<file path="src/rtl/stdp_pkg.sv">
// Shared defaults and types for the STDP event scheduler.
package stdp_pkg;
  localparam int N_PRE_DEF  = 5;
  localparam int AGE_W_DEF  = 8;
  localparam int WINDOW_DEF = 64;
  localparam int IDX_W      = $clog2(N_PRE_DEF);

  typedef struct packed {
    logic                 ltp;
    logic [AGE_W_DEF-1:0] dt;
  } stdp_evt_t;
endpackage

</file>
<file path="src/rtl/stdp_rr_pick.sv">
// Combinational round-robin picker: first set bit of pend at or after rr_ptr.
module stdp_rr_pick
  import stdp_pkg::*;
#(
  parameter int N = N_PRE_DEF
) (
  input  logic [N-1:0]     pend,
  input  logic [IDX_W-1:0] rr_ptr,
  output logic             found,
  output logic [IDX_W-1:0] idx
);
  always_comb begin
    found = 1'b0;
    idx   = '0;
    for (int k = 0; k < N; k++) begin
      if (!found && pend[(int'(rr_ptr) + k) % N]) begin
        found = 1'b1;
        idx   = IDX_W'((int'(rr_ptr) + k) % N);
      end
    end
  end
endmodule

</file>
<file path="src/rtl/stdp_event_sched.sv">
// STDP event scheduler: spike ages, pairing detection, per-synapse slots and a
// round-robin valid/ready output feeding one shared weight-update engine.
module stdp_event_sched
  import stdp_pkg::*;
#(
  parameter int N_PRE  = N_PRE_DEF,
  parameter int AGE_W  = AGE_W_DEF,
  parameter int WINDOW = WINDOW_DEF
) (
  input  logic             clk,
  input  logic             rst_n,
  input  logic [N_PRE-1:0] pre_spike,
  input  logic             post_spike,
  input  logic             upd_ready,
  output logic             upd_valid,
  output logic [IDX_W-1:0] upd_idx,
  output logic             upd_ltp,
  output logic [AGE_W-1:0] upd_dt,
  output logic [N_PRE-1:0] pend,
  output logic             overrun
);
  localparam logic [AGE_W-1:0] AGE_MAX = '1;
  localparam logic [AGE_W:0]   WIN_L   = (AGE_W+1)'(WINDOW);

  logic [N_PRE-1:0][AGE_W-1:0] age_pre_q, age_pre_d;
  logic [AGE_W-1:0]            age_post_q, age_post_d;
  stdp_evt_t [N_PRE-1:0]       slot_q, slot_d, ev;
  logic [N_PRE-1:0]            ev_vld, pend_q, pend_d;
  stdp_evt_t                   out_q, out_d;
  logic [IDX_W-1:0]            idx_q, idx_d, rr_q, rr_d, pick_idx;
  logic                        vld_q, vld_d, ovr_q, ovr_d, pick_found, load, ld;

  always_comb begin
    age_post_d = post_spike ? '0 : ((age_post_q == AGE_MAX) ? age_post_q : age_post_q + 1'b1);
    for (int i = 0; i < N_PRE; i++)
      age_pre_d[i] = pre_spike[i] ? '0 :
                     ((age_pre_q[i] == AGE_MAX) ? age_pre_q[i] : age_pre_q[i] + 1'b1);
  end

  // Pairing uses pre-update ages; a coincident pre/post is LTP dt=0 only.
  always_comb begin
    for (int i = 0; i < N_PRE; i++) begin
      ev_vld[i] = 1'b0;
      ev[i]     = '0;
      if (post_spike) begin
        if (pre_spike[i]) begin
          ev_vld[i] = 1'b1;
          ev[i].ltp = 1'b1;
        end else if ({1'b0, age_pre_q[i]} < WIN_L) begin
          ev_vld[i] = 1'b1;
          ev[i].ltp = 1'b1;
          ev[i].dt  = age_pre_q[i];
        end
      end else if (pre_spike[i] && ({1'b0, age_post_q} < WIN_L)) begin
        ev_vld[i] = 1'b1;
        ev[i].dt  = age_post_q;
      end
    end
  end

  stdp_rr_pick #(.N(N_PRE)) u_pick (
    .pend   (pend_q),
    .rr_ptr (rr_q),
    .found  (pick_found),
    .idx    (pick_idx)
  );

  assign load = !vld_q || upd_ready;
  assign ld   = load && pick_found;

  always_comb begin
    vld_d  = vld_q;
    out_d  = out_q;
    idx_d  = idx_q;
    rr_d   = rr_q;
    pend_d = pend_q;
    slot_d = slot_q;
    ovr_d  = ovr_q;
    if (load) vld_d = pick_found;
    if (ld) begin
      out_d            = slot_q[pick_idx];
      idx_d            = pick_idx;
      rr_d             = (pick_idx == IDX_W'(N_PRE-1)) ? '0 : pick_idx + 1'b1;
      pend_d[pick_idx] = 1'b0;
    end
    // A slot being drained this edge hands its old event to the output, so
    // only a hit on an undrained pending slot loses data.
    for (int i = 0; i < N_PRE; i++) begin
      if (ev_vld[i]) begin
        if (pend_q[i] && !(ld && pick_idx == IDX_W'(i))) ovr_d = 1'b1;
        slot_d[i] = ev[i];
        pend_d[i] = 1'b1;
      end
    end
  end

  always_ff @(posedge clk or negedge rst_n) begin
    if (!rst_n) begin
      age_pre_q  <= '1;
      age_post_q <= '1;
      slot_q     <= '0;
      pend_q     <= '0;
      out_q      <= '0;
      idx_q      <= '0;
      rr_q       <= '0;
      vld_q      <= 1'b0;
      ovr_q      <= 1'b0;
    end else begin
      age_pre_q  <= age_pre_d;
      age_post_q <= age_post_d;
      slot_q     <= slot_d;
      pend_q     <= pend_d;
      out_q      <= out_d;
      idx_q      <= idx_d;
      rr_q       <= rr_d;
      vld_q      <= vld_d;
      ovr_q      <= ovr_d;
    end
  end

  assign upd_valid = vld_q;
  assign upd_idx   = idx_q;
  assign upd_ltp   = out_q.ltp;
  assign upd_dt    = out_q.dt;
  assign pend      = pend_q;
  assign overrun   = ovr_q;
endmodule
</file>
<file path="config.mk">
export PLATFORM = sky130hd
export DESIGN_NAME = stdp_event_sched
export DESIGN_NICKNAME = d
export VERILOG_FILES = /design/src/rtl/stdp_pkg.sv /design/src/rtl/stdp_rr_pick.sv /design/src/rtl/stdp_event_sched.sv
export SDC_FILE = /design/constraint.sdc
export NUM_CORES = 1
export LEC_CHECK = 0
export ABC_CLOCK_PERIOD_IN_PS = 10100
export BUFFER_PORTS_ARGS = -buffer_cell sky130_fd_sc_hd__buf_4
export CAP_MARGIN = 20
export CORE_MARGIN = 2
export CORE_UTILIZATION = 65
export CTS_CLUSTER_DIAMETER = 100
export CTS_CLUSTER_SIZE = 40
export DETAILED_ROUTE_END_ITERATION = 8
export PLACE_DENSITY = 0.93
export SYNTH_ARGS = -nofsm -noshare
export SYNTH_HDL_FRONTEND = slang
export SYNTH_SLANG_ARGS = --single-unit
</file>
<file path="constraint.sdc">
create_clock -name clk -period 10.1 [get_ports clk]
set_clock_uncertainty 0.05 [all_clocks]
set_input_delay 0.505 -clock clk [delete_from_list [all_inputs] [get_ports clk]]
set_output_delay 0.505 -clock clk [all_outputs]
set_load 0.03 [all_outputs]
</file>
# Word level (Yosys, flattened, before mapping)
# Cells that the tools add are included.
# op_classes
add_sub_neg,11
div_mod_pow,5
magnitude_cmp,13
n_eq_ne,16
mux,108
n_bitwise,2
n_reduce_logical,38
# op_table
cell,count
two-way mux 8 bit,27
< comparator 32 x 5 -> 1 bit (second input constant),5
modulo 32 x 4 -> 32 bit (second input constant),4
two-way mux 1 bit,61
two-way mux 9 bit,6
adder 8 x 1 -> 8 bit (second input constant),6
== test 8 bit (second input constant),6
< comparator 8 x 7 -> 1 bit (second input constant),6
modulo 4 x 4 -> 32 bit (second input constant),1
binary-select mux 9 bit (select 3 bit),1
logical AND 1 bit,21
two-way mux 3 bit,6
binary-select mux 1 bit (select 3 bit),5
!= test 2 bit (second input constant),6
logical NOT 1 bit,10
nonzero test 2 bit,5
adder 3 x 2 -> 4 bit (second input constant),2
== test 3 x 2 -> 1 bit (second input constant),2
bitwise AND 5 bit,1
two-way mux 5 bit,1
NOT 5 bit,1
adder 3 x 1 -> 4 bit (second input constant),1
adder 3 x 3 -> 4 bit (second input constant),1
< comparator 3 x 4 -> 1 bit (second input constant),1
7 further kinds,7
# word_totals
register_bits,115
input_bits,9
output_inout_bits,19
word_cells,220

# Longest topological paths before layout
# logic_depth
depth_word,31
mapped_depth,26
depth_no_buf,22

# Modules after synthesis
# Synthesis repeated with hierarchy kept, for this count alone.
# hier_totals
hier_cells,793
hier_area_um2,7349.5
# modules_own_cells
mod,instances,cells_each,area_each_um2,seq_area_each_um2
stdp_event_sched,1,571,5758.0,2937.8
stdp_rr_pick,1,222,1591.5,0.0

# Worst setup path before layout
# Ideal clock, no wire load.
# synth_path
path_kind,flip-flop to flip-flop
startpoint,register rr_q[0]
endpoint,register rr_q[2]
setup_time_ns,0.121
arrival_time_ns,4.707
path_slack_ns,5.222
path_stages_with_launch,26
n_path_buf,4
synth_period_minus_slack_ns,4.878
cell_sequence,dfrtp_1 > buf_2 > inv_1 > buf_2 > ha_1 > inv_1 > ha_1 > buf_6 > inv_1 > ha_1 > inv_1 > ha_1 > nor2b_1 > o221ai_2 > a311o_1 > o2bb2ai_2 > mux2_4 > nand3_2 > buf_6 > a311o_2 > nand2_2 > inv_4 > ha_1 > ha_1 > inv_1 > a22o_1
# synth_via
elab_chain_cells,19
elab_cells_between_ends,46
classes_between,add/sub: 5; div: 5; eq/ne: 1; mux: 26; reduce/logical: 9
# synth_rtl
item,line,rtl
start: declaration,stdp_event_sched.sv:30,"logic [IDX_W-1:0] idx_q, idx_d, rr_q, rr_d, pick_idx;"
start signal: assignment,stdp_event_sched.sv:115,rr_q <= rr_d;
branches (longest 16 deep; another with modulo 32 x 4 -> 32 bit),n/a,
two-way mux 3 bit (*),stdp_rr_pick.sv:16,if (!found && pend[(int'(rr_ptr) + k) % N]) begin
net pick_idx[0],stdp_event_sched.sv:30,
adder 3 x 1 -> 3 bit / == test 3 bit (equally long branches),stdp_event_sched.sv:83,rr_d = (pick_idx == IDX_W'(N_PRE-1)) ? '0 : pick_idx + 1'b1;
two-way mux 3 bit (*),stdp_event_sched.sv:83,
# Mark *: on every way through the listed nets, which the timed path passes. The select of a mux whose other input is x is not followed.
# A chain may end at the register's enable or synchronous reset.

# Worst setup path in the final report
# layout_path
startpoint,register rr_q[1]
endpoint,register ovr_q (netlist: overrun)
# layout_via
elab_chain_cells,31
elab_cells_between_ends,73
classes_between,add/sub: 4; div: 5; eq/ne: 4; mux: 35; reduce/logical: 25
# layout_rtl
item,line,rtl
branches (longest 16 deep; another with modulo 32 x 4 -> 32 bit),n/a,
two-way mux 3 bit (*),stdp_rr_pick.sv:16,
net pick_idx[0],stdp_event_sched.sv:30,
logical NOT 3 bit,stdp_event_sched.sv:90,if (pend_q[i] && !(ld && pick_idx == IDX_W'(i))) ovr_d = 1'b1;
logical AND 1 bit,stdp_event_sched.sv:90,
logical NOT 1 bit,stdp_event_sched.sv:90,
logical AND 1 bit,stdp_event_sched.sv:90,
two-way mux 1 bit,stdp_event_sched.sv:90,
(+2 left out),n/a,
two-way mux 1 bit,stdp_event_sched.sv:89,if (ev_vld[i]) begin
two-way mux 1 bit,stdp_event_sched.sv:90,
two-way mux 1 bit,stdp_event_sched.sv:89,
two-way mux 1 bit,stdp_event_sched.sv:90,
two-way mux 1 bit,stdp_event_sched.sv:89,
two-way mux 1 bit,stdp_event_sched.sv:90,
two-way mux 1 bit (*),stdp_event_sched.sv:89,
net ovr_d,stdp_event_sched.sv:31,"logic vld_q, vld_d, ovr_q, ovr_d, pick_found, load, ld;"
end signal: assignment,stdp_event_sched.sv:117,ovr_q <= ovr_d;
end: declaration,stdp_event_sched.sv:31,
# Marked as above.

==> qor.csv <==
metric;value;unit
GP Congestion;0.9162;
critical path buffer and inverter count;3;
Tcrit/Tclk final;62.12;%
Max Cap Viol;0;
Leak;3.467;nW
Synth Cell Area;0.007450;mm2
Critical Path, Cell by Cell;inv_1 -> ha_1 -> inv_2 -> ha_1 -> nor2b_1 -> o21ai_0 -> a21o_1 -> a21oi_1 -> a311oi_1 -> nand3_2 -> nand3_1 -> nand2_2 -> inv_4 -> ha_1 -> ha_1 -> o22ai_1 -> nor3_1 -> o311ai_1;
initial core utilization;65.80;%
max-slew violation count;0;
initial antenna violation count;0;
syn nets;832;
CP delay by family, top;simple AND/OR/NAND/NOR gates;
dpl ws;3.902;ns
Crit Path Class;reg2reg;
pwr/cell area;343.7;mW/mm2
first-pass GRT wire length;33380;um
Critical Path AT;6.50;ns
Net Sw Frac;48.12;%
H-tree lvl count;4;
flop2flop setup slack;3.83;ns
Buffers on Ports;27;
post-synthesis sequential area ratio;39.44;%
ys flop type;dfrtp_1;
Post-synth EDFFs;0;
fin crit period;6.274;ns
largest cells by area after synthesis;dfrtp_1 (23%), dfstp_2 (17%), ha_1 (4.7%);
post_cts resized;0;
synth unique cells;92;
final setup TNS;0;ns
Post-CTS Setup Bufs;0;
via/cell ratio;7.176;
HP Class;in2async;
gr ovfl total;0;
required time worst endpoint;10.33;ns
Final setup viols;0;
final worst setup slack;3.826;ns
cell with the most instances after synthesis;nor2_1;
Util after Layout;72.07;%
Max stage delay on crit path;0.92;ns
Yosys reg bits;115;
DRC errors left;2;
syn_area_per_cell;9.371;um2
Routed Antenna Nets;0;
RSZ-0062 raised after global routing;no;
Post-Route WL;20300;um
area grow syn2layout;9.523;%
Max Root-Sink Buffers;2;
r2r endpoint;overrun$_DFF_PN0_;
Power Internal;0.001455;W
crit-path max FO;26;
Seq pwr share;20.4;%
number of global-route vias before repair;6751;
Slowest cell on crit path;ha_1;
cts bufs inserted;17;
Comb power frac;60.3;%
# fillers;791;
status;finished with violations;
n_diodes;0;
leading area contributor after synthesis;dfrtp_1;
core area;0.01132;mm2
FMAX;0.1594;GHz
largest net degree at the start of global routing;72;
Async S/R FF share, synth;100.0;%
layout cells sized above 1;17.18;%
VDD IR-drop max;0.2603;mV
top-area cell type share of the netlist area;22.51;%
Syn Inst Count;795;
Crit path top cell by count;ha_1;
Root Buffer;clkbuf_16;
CTS hold repair buffers;0;
worst slew pin tran;1.124;ns
failing checks;design-rule violations;
number of cells on the worst reg-to-reg path;18;
part of the power in the clock network;19.2;%
total power;0.002804;W
Reg clk slew, reported paths;0.05;ns
clock sink count;115;
Max-Slew Margin vs Limit;24.58;%
Pre-antenna DRT Iters;9;
total number of vias;6875;
die area;0.01233;mm2
worst r2r src;rr_q[1]$_DFFE_PN0P_;
Layout Nets;839;
drt initial violations;810;
Switch Pwr;0.001349;W
GR Util All Layers;33.59;%
die width;111.1;um
DP Wirelength;13650;um
synth warn;0;
# IOs;28;
WL/cell;21.19;um
worst skew pair latency;0.43;ns
# rows;39;
Die Height;111.1;um
CP startpoint kind;flop;
Hold Vio Cnt, Final;0;
CP Capture Type;flop;
Post-synth top cells;nor2_1 (83), dfrtp_1 (67), nand2_1 (56);
CTS tree;built;
## flip-flops by register name, summed over array words and instances, names as in the netlist
signal and count:
age_post_q 8, age_pre_q 40, overrun 1, pend 5, rr_q 3, slot_q 45
upd_dt 8, upd_idx 3, upd_ltp 1, upd_valid 1
## power groups by stage
stage                     logic (W)  clock network, W  registers (W)
after global placement      0.00154                 0       0.000573
after floorplan             0.00132                 0       0.000579
after CTS                   0.00164          0.000540       0.000569
after global routing        0.00182          0.000560       0.000576
final                       0.00169          0.000539       0.000573
after detailed placement    0.00161                 0       0.000575
## cell type report
| type | count | area [um2] | area share [%] |
|---|---|---|---|
| well taps | 143 | 178.9 | 2.193 |
| inverters | 22 | 85.08 | 1.043 |
| repair buffers | 31 | 232.7 | 2.852 |
| multi-input cells | 615 | 4197 | 51.43 |
| clock inverters | 5 | 25.02 | 0.3067 |
| clock buffers | 27 | 503.0 | 6.165 |
| flip-flops and latches | 115 | 2938 | 36.01 |
## logic make-up (layout without fill, tap and decap cells)
| logic type | count (synthesis) | after routing | share of synthesized area, % |
|---|---|---|---|
| fa+ha+maj | 28 | 28 | 4.703 |
| flops | 115 | 115 | 39.44 |
| xor+xnor | 18 | 18 | 2.116 |
| simple gates | 304 | 304 | 20.98 |
| buf+inv | 65 | 85 | 4.233 |
| compound gates | 234 | 234 | 24.09 |
| mux | 31 | 31 | 4.451 |
## per-layer routing
layer	global-route usage, %	up-vias	share of wire [%]
met5	0	-	0
met4	20.58	0	5.8
met3	6.834	117	7.3
met2	55.46	422	50
met1	40.63	3318	37
li1	-	3018	-
## how the worst max path moves through the flow
stage	from	cells after the start	endpoint
floorplan	rr_q[0]$_DFFE_PN0P_	25	rr_q[2]$_DFFE_PN0P_
global placement	rr_q[1]$_DFFE_PN0P_	16	rr_q[2]$_DFFE_PN0P_
detailed placement	rr_q[1]$_DFFE_PN0P_	17	overrun$_DFF_PN0_
CTS	rr_q[1]$_DFFE_PN0P_	17	overrun$_DFF_PN0_
global route	rr_q[1]$_DFFE_PN0P_	20	overrun$_DFF_PN0_
finish	rr_q[1]$_DFFE_PN0P_	18	overrun$_DFF_PN0_
## worst reg2reg max path: stages, from the launching register on
cell	delay, ns
dfrtp_1	0.68
inv_1	0.28
ha_1	0.92
inv_2	0.28
ha_1	0.32
nor2b_1	0.19
o21ai_0	0.44
a21o_1	0.18
a21oi_1	0.06
a311oi_1	0.46
nand3_2	0.37
nand3_1	0.51
nand2_2	0.25
inv_4	0.22
ha_1	0.20
ha_1	0.15
o22ai_1	0.10
nor3_1	0.30
o311ai_1	0.18
## placed cells by master (no fill, tap or decap), types with 11 or more instances in the layout
cell type,instances
a21oi_1,29
a221o_1,30
a31oi_1,20
and3_1,27
buf_4,31
clkbuf_16,17
dfrtp_1,67
dfstp_2,48
ha_1,28
inv_1,17
mux2i_1,26
nand2_1,56
nand2b_1,16
nand3_1,35
nor2_1,83
nor3_1,26
o211ai_1,11
o21ai_0,35
xnor2_1,11
## metrics by stage
step	cell area [um2]	hold WS [ns]	cells
detailed placement	7624	0.4227	925
floorplan	7450	0.1594	795
finish	8159	0.03071	958
global route	8159	0.07694	958
CTS	8152	0.04679	957
global placement	7624	0.4183	925
Power figures use the tool's default switching activity.
